$ cat src/rtl/serial_arith_pkg.sv
// Shared encodings and helpers for the bit-serial arithmetic engines.
// Latency: n/a (package). Backpressure: n/a.
package serial_arith_pkg;

    typedef enum logic [1:0] {
        ST_IDLE = 2'd0,
        ST_RUN  = 2'd1,
        ST_DONE = 2'd2
    } state_t;

    // Ceiling log2, used to size the bit counter.
    function automatic int clog2(input int value);
        int r;
        r = 0;
        for (int i = 0; i < 32; i++) begin
            if ((64'd1 << i) < 64'(value)) begin
                r = i + 1;
            end
        end
        return r;
    endfunction

endpackage

$ cat src/rtl/full_adder_1bit.sv
// One-bit full adder cell used by the serial datapath.
// Latency: combinational. Backpressure: none.
module full_adder_1bit (
    input  logic A,
    input  logic B,
    input  logic CIN,
    output logic S,
    output logic COUT
);

    assign S    = A ^ B ^ CIN;
    assign COUT = (A & B) | (A & CIN) | (B & CIN);

endmodule

$ cat src/rtl/serial_adder_8bit.sv
// Bit-serial unsigned adder, LSB first; optional OVERFLOW port under SERIAL_ADDER_OVF_EN.
// Latency: START accepted at edge N -> DONE pulse after edge N+WIDTH.
// Backpressure: START is ignored while BUSY; accepted in IDLE or the DONE cycle.
module serial_adder_8bit
    import serial_arith_pkg::*;
#(
    parameter int WIDTH = 8
) (
    input  logic             CLK,
    input  logic             RST,
    input  logic             START,
    input  logic [WIDTH-1:0] A,
    input  logic [WIDTH-1:0] B,
    output logic [WIDTH-1:0] SUM,
    output logic             CARRY_OUT,
    output logic             BUSY,
`ifdef SERIAL_ADDER_OVF_EN
    output logic             DONE,
    output logic             OVERFLOW
`else
    output logic             DONE
`endif
);

    localparam int CNT_W = clog2(WIDTH);
    localparam logic [CNT_W-1:0] LAST = CNT_W'(WIDTH - 1);

    state_t           state_q, state_d;
    logic [WIDTH-1:0] a_sh_q, a_sh_d;
    logic [WIDTH-1:0] b_sh_q, b_sh_d;
    // The final sum bit comes straight from the adder, so only WIDTH-1 bits are stored.
    logic [WIDTH-2:0] res_sh_q, res_sh_d;
    logic             carry_q, carry_d;
    logic [CNT_W-1:0] cnt_q, cnt_d;
    logic [WIDTH-1:0] sum_q, sum_d;
    logic             cout_q, cout_d;
`ifdef SERIAL_ADDER_OVF_EN
    logic             ovf_q, ovf_d;
`endif

    logic fa_s;
    logic fa_cout;

    full_adder_1bit u_fa (
        .A    (a_sh_q[0]),
        .B    (b_sh_q[0]),
        .CIN  (carry_q),
        .S    (fa_s),
        .COUT (fa_cout)
    );

    always_comb begin
        state_d  = state_q;
        a_sh_d   = a_sh_q;
        b_sh_d   = b_sh_q;
        res_sh_d = res_sh_q;
        carry_d  = carry_q;
        cnt_d    = cnt_q;
        sum_d    = sum_q;
        cout_d   = cout_q;
`ifdef SERIAL_ADDER_OVF_EN
        ovf_d    = ovf_q;
`endif
        case (state_q)
            ST_IDLE, ST_DONE: begin
                if (START) begin
                    a_sh_d   = A;
                    b_sh_d   = B;
                    res_sh_d = '0;
                    carry_d  = 1'b0;
                    cnt_d    = '0;
                    state_d  = ST_RUN;
                end else begin
                    state_d  = ST_IDLE;
                end
            end
            ST_RUN: begin
                a_sh_d   = a_sh_q >> 1;
                b_sh_d   = b_sh_q >> 1;
                res_sh_d = (WIDTH-1)'({fa_s, res_sh_q} >> 1);
                carry_d  = fa_cout;
                cnt_d    = cnt_q + 1'b1;
                if (cnt_q == LAST) begin
                    state_d = ST_DONE;
                    sum_d   = {fa_s, res_sh_q};
                    cout_d  = fa_cout;
`ifdef SERIAL_ADDER_OVF_EN
                    // carry_q is still the carry into the MSB at this point.
                    ovf_d   = carry_q ^ fa_cout;
`endif
                end
            end
            default: state_d = ST_IDLE;
        endcase
    end

    always_ff @(posedge CLK) begin
        if (RST) begin
            state_q  <= ST_IDLE;
            a_sh_q   <= '0;
            b_sh_q   <= '0;
            res_sh_q <= '0;
            carry_q  <= 1'b0;
            cnt_q    <= '0;
            sum_q    <= '0;
            cout_q   <= 1'b0;
`ifdef SERIAL_ADDER_OVF_EN
            ovf_q    <= 1'b0;
`endif
        end else begin
            state_q  <= state_d;
            a_sh_q   <= a_sh_d;
            b_sh_q   <= b_sh_d;
            res_sh_q <= res_sh_d;
            carry_q  <= carry_d;
            cnt_q    <= cnt_d;
            sum_q    <= sum_d;
            cout_q   <= cout_d;
`ifdef SERIAL_ADDER_OVF_EN
            ovf_q    <= ovf_d;
`endif
        end
    end

    assign SUM       = sum_q;
    assign CARRY_OUT = cout_q;
    assign BUSY      = (state_q == ST_RUN);
    assign DONE      = (state_q == ST_DONE);
`ifdef SERIAL_ADDER_OVF_EN
    assign OVERFLOW  = ovf_q;
`endif

endmodule

$ cat config.mk
export PLATFORM = sky130hd
export DESIGN_NAME = serial_adder_8bit
export DESIGN_NICKNAME = d
export VERILOG_FILES = /design/src/rtl/serial_arith_pkg.sv /design/src/rtl/full_adder_1bit.sv /design/src/rtl/serial_adder_8bit.sv
export SDC_FILE = /design/constraint.sdc
export NUM_CORES = 1
export LEC_CHECK = 0
export CORE_MARGIN = 5
export CORE_UTILIZATION = 45
export DETAILED_ROUTE_END_ITERATION = 7
export PLACE_DENSITY = 0.81
export SETUP_SLACK_MARGIN = 0.4
export SLEW_MARGIN = 5
export SYNTH_ARGS = -nofsm -noshare
export SYNTH_HDL_FRONTEND = slang
export SYNTH_HIERARCHICAL = 1
export SYNTH_SLANG_ARGS = --single-unit
$ cat constraint.sdc
create_clock -name CLK -period 1.6 [get_ports CLK]
set_input_delay 0.16 -clock CLK [delete_from_list [all_inputs] [get_ports CLK]]
set_output_delay 0.16 -clock CLK [all_outputs]
set_load 0.01 [all_outputs]
==> summary.md <==
| Metric | Value |
|---|---|
| Netlist cell types | `18` |
| Die ar. | `4820 sq um` |
| Part of the cycle the worst path needs | `78.3%` |
| H-tree Lvls | `2` |
| Final hold vios | `0` |
| Grt ovf | `0` |
| CTS buffer count | `5` |
| R2R cell count | `7` |
| CTS Root Cell | `clkbuf_4` |
| IO buf count | `29` |
| Unrepaired setup endpoints after global routing | `true` |
| # IOs | `30` |
| Slew @ Worst Pin | `0.233 ns` |
| Antenna Violating Nets Remaining | `0` |
| VDD IR-drop max | `0.428 mV` |
| Worst-path fanout max | `4` |
| # setup viols final | `0` |
| Dpl cell area | `1910 sq um` |
| # diodes | `0` |
| Power Density | `848 nW/um^2` |
| Netlist Area Pre-Place | `1590 sq um` |
| WL/cell | `12.9 um` |
| DRC | `0` |
| HP Start | `A[7]` |
| Final total power | `1810 uW` |
| Core footprint | `3390 sq um` |
| Die width | `69.4 um` |
| Syn nets | `211` |
| DR iter-0 viols | `118` |
| Global-route wire length before repair | `5.82 mm` |
| Worst-Skew Late Latency | `0.36 ns` |
| Initial Util | `46.9%` |
| CTS max path bufs | `2` |
| Max_slew headroom | `84.4%` |
| HP Class | `input port to flip-flop` |
| CTS clk-pin slew, worst paths | `0.11 ns` |
| Static Leak | `0.000801 uW` |
| Crit path DAT | `1.50 ns` |
| Worst path cell trace | `ha_4 > ha_4 > nand3b_1 > buf_6 > buf_16 > nand2_1 > a21oi_1` |
| Synth warn | `6` |
| CP peak stage delay | `0.37 ns` |
| Max cap viols | `0` |
| Half-perimeter wire length after placement | `2.00 mm` |
| # fillers | `275` |
| Setup Crit Path Kind | `flip-flop to flip-flop` |
| FF-to-FF Start | `cnt_q[0]$_SDFFE_PP0P_` |
| Via count | `1424` |
| Layout cells sized above 1 | `23.0%` |
| CTS tree | `done` |
| Fin crit period | `1.25 ns` |
| Slowest CP cell | `dfxtp_2` |
| Initial antenna violation count | `0` |
| Cell count after synthesis | `189` |
| FF+latch count, synth | `38` |
| Via density | `5.31` |
| Global placer's final weighted congestion | `0.745` |
| Vias in the first global route | `1321` |
| Seq/Total Area, Yosys | `47.9%` |
| Slew Viols, Final | `0` |
| WHS Path Cells | `3` |
| Crit path from | `cnt_q[0]$_SDFFE_PP0P_` |
| FP Rows | `21` |
| TNS Setup | `0 ns` |
| Finished Cell Area | `2130 sq um` |
| Skew final | `0.0125 ns` |
| Largest net degree at the start of global routing | `39` |
| Post-layout util | `63.0%` |
| Total routed wirelength | `3.45 mm` |
| Total global routing track utilization | `14.9%` |
| Die height | `69.4 um` |
| CP most frequent cell | `ha_4` |
| Mean post-synth cell area | `8.41 sq um` |
| CP Capture Type | `flip-flop` |
| Startpoint Class | `flip-flop` |
| Max Clk Rate | `798 MHz` |
| Area Growth Syn to Fin | `34.3%` |
| CP required | `1.85 ns` |
| Clock sinks | `38` |
| Status | `finished, final reports clean` |
| DR pass1 iterations | `4` |
| Nets | `243` |
timing repair:
| item | CTS | global route |
|---|---|---|
| setup buffers | 5 | 0 |
| pin swaps | 16 | 4 |
| hold buffers | 0 | 0 |
| gates cloned | 1 | 0 |
| endpoints found under the setup margin | 36 | 30 |
| resized for setup | 33 | 16 |
where the power goes:
part / internal (uW) / switching [uW]
Combinational: 125 / 138
Sequential: 992 / 29.0
Clock: 213 / 313
routing by layer:
layer | GRT usage, % | wire length, um
met5 | 0 | 0
met4 | 9.11 | 61
met3 | 5.07 | 183
met2 | 22.9 | 1690
met1 | 17.8 | 1510
stage by stage:
step           setup WS (ns)  hold slack [ns]  std cells
5_1_grt                0.287            0.363        268
6_report               0.347            0.354        268
2_1_floorplan          0.423            0.296        189
3_5_place_dp           0.181            0.449        254
3_3_place_gp           0.196            0.444        254
4_1_cts                0.221            0.354        268
layout by cell type, fill, tap and decap left out:
master           count
nand3_1             22
fa_1                 1
nand2b_4             1
clkbuf_8             1
buf_6                3
o21a_1               1
inv_2                1
nor2b_1              2
a21oi_1             17
clkbuf_1             1
nor2_1              16
dfxtp_2              6
a311oi_1             8
buf_12               3
clkbuf_2             1
clkdlybuf4s50_1     18
buf_16               1
clkbuf_4             5
nand2b_1             2
a21oi_2              5
nand2_2              5
nand2_1             41
buf_8                1
nand3b_1             1
buf_2                1
dlygate4sd2_1        9
dfxtp_1             32
buf_4                5
a311oi_2             6
clkinv_2             1
ha_4                 2
nand2_4              3
Yosys cell counts:
| cell | count | area (sq um) |
|---|---|---|
| ha_1 | 2 | 25.0 |
| clkbuf_1 | 4 | 15.0 |
| dfxtp_1 | 38 | 761 |
| nand3_1 | 22 | 110 |
| buf_6 | 3 | 33.8 |
| o21a_1 | 1 | 7.51 |
| a311oi_1 | 8 | 70.1 |
| nor2b_1 | 2 | 12.5 |
| nand3b_1 | 1 | 7.51 |
| fa_1 | 1 | 20.0 |
| nand2b_1 | 3 | 18.8 |
| buf_4 | 4 | 30.0 |
| a21oi_1 | 22 | 110 |
| inv_2 | 1 | 3.75 |
| buf_2 | 6 | 30.0 |
| a311oi_2 | 6 | 90.1 |
| nor2_1 | 16 | 60.1 |
| nand2_1 | 49 | 184 |
worst max-delay path, delay by kind of cell (launching register included):
kind / cells / cell delay [ns]
DFF: 1 / 0.37
buffers and inverters: 2 / 0.29
adders and majority gates: 2 / 0.26
and+or+nand+nor: 2 / 0.19
AOI/OAI and AO/OA: 1 / 0.05
kinds of logic (layout without fill, tap and decap cells):
| family | Yosys count | in the layout | synth area share (%) |
|---|---|---|---|
| adder cells (fa/ha/maj) | 3 | 3 | 2.83 |
| AND/OR/NAND/NOR | 93 | 93 | 24.7 |
| AO/OA/AOI/OAI | 37 | 37 | 17.5 |
| flip-flops | 38 | 38 | 47.9 |
| buffers and inverters | 18 | 51 | 7.09 |
flip-flops by register name (all words and copies together) (netlist names):
signal / flops
a_sh_q: 8
res_sh_q: 7
state_q: 2
cnt_q: 3
CARRY_OUT: 1
carry_q: 1
SUM: 8
b_sh_q: 8
layout make-up:
cell class                 count  area, sq um  share of cell area (%)
tap                           46         57.6                    2.70
inverter                       1         3.75                   0.176
multi-input combinational    133          802                    37.6
timing repair buffer          42          443                    20.8
clock buffer                   7         55.1                    2.58
clock inverter                 1         5.00                   0.234
sequential                    38          768                    36.0
worst paths after layout:
| path | end | slack, ns |
|---|---|---|
| worst min-delay path | a_sh_q[7]$_SDFFE_PP0P_ | 0.35 |
| worst max register to register | SUM[3]$_SDFFE_PP0P_ | 0.35 |
| worst max-delay path | SUM[3]$_SDFFE_PP0P_ | 0.35 |
| worst min register to register | SUM[3]$_SDFFE_PP0P_ | 0.45 |
Note: power is estimated with default switching activity, not from simulation.
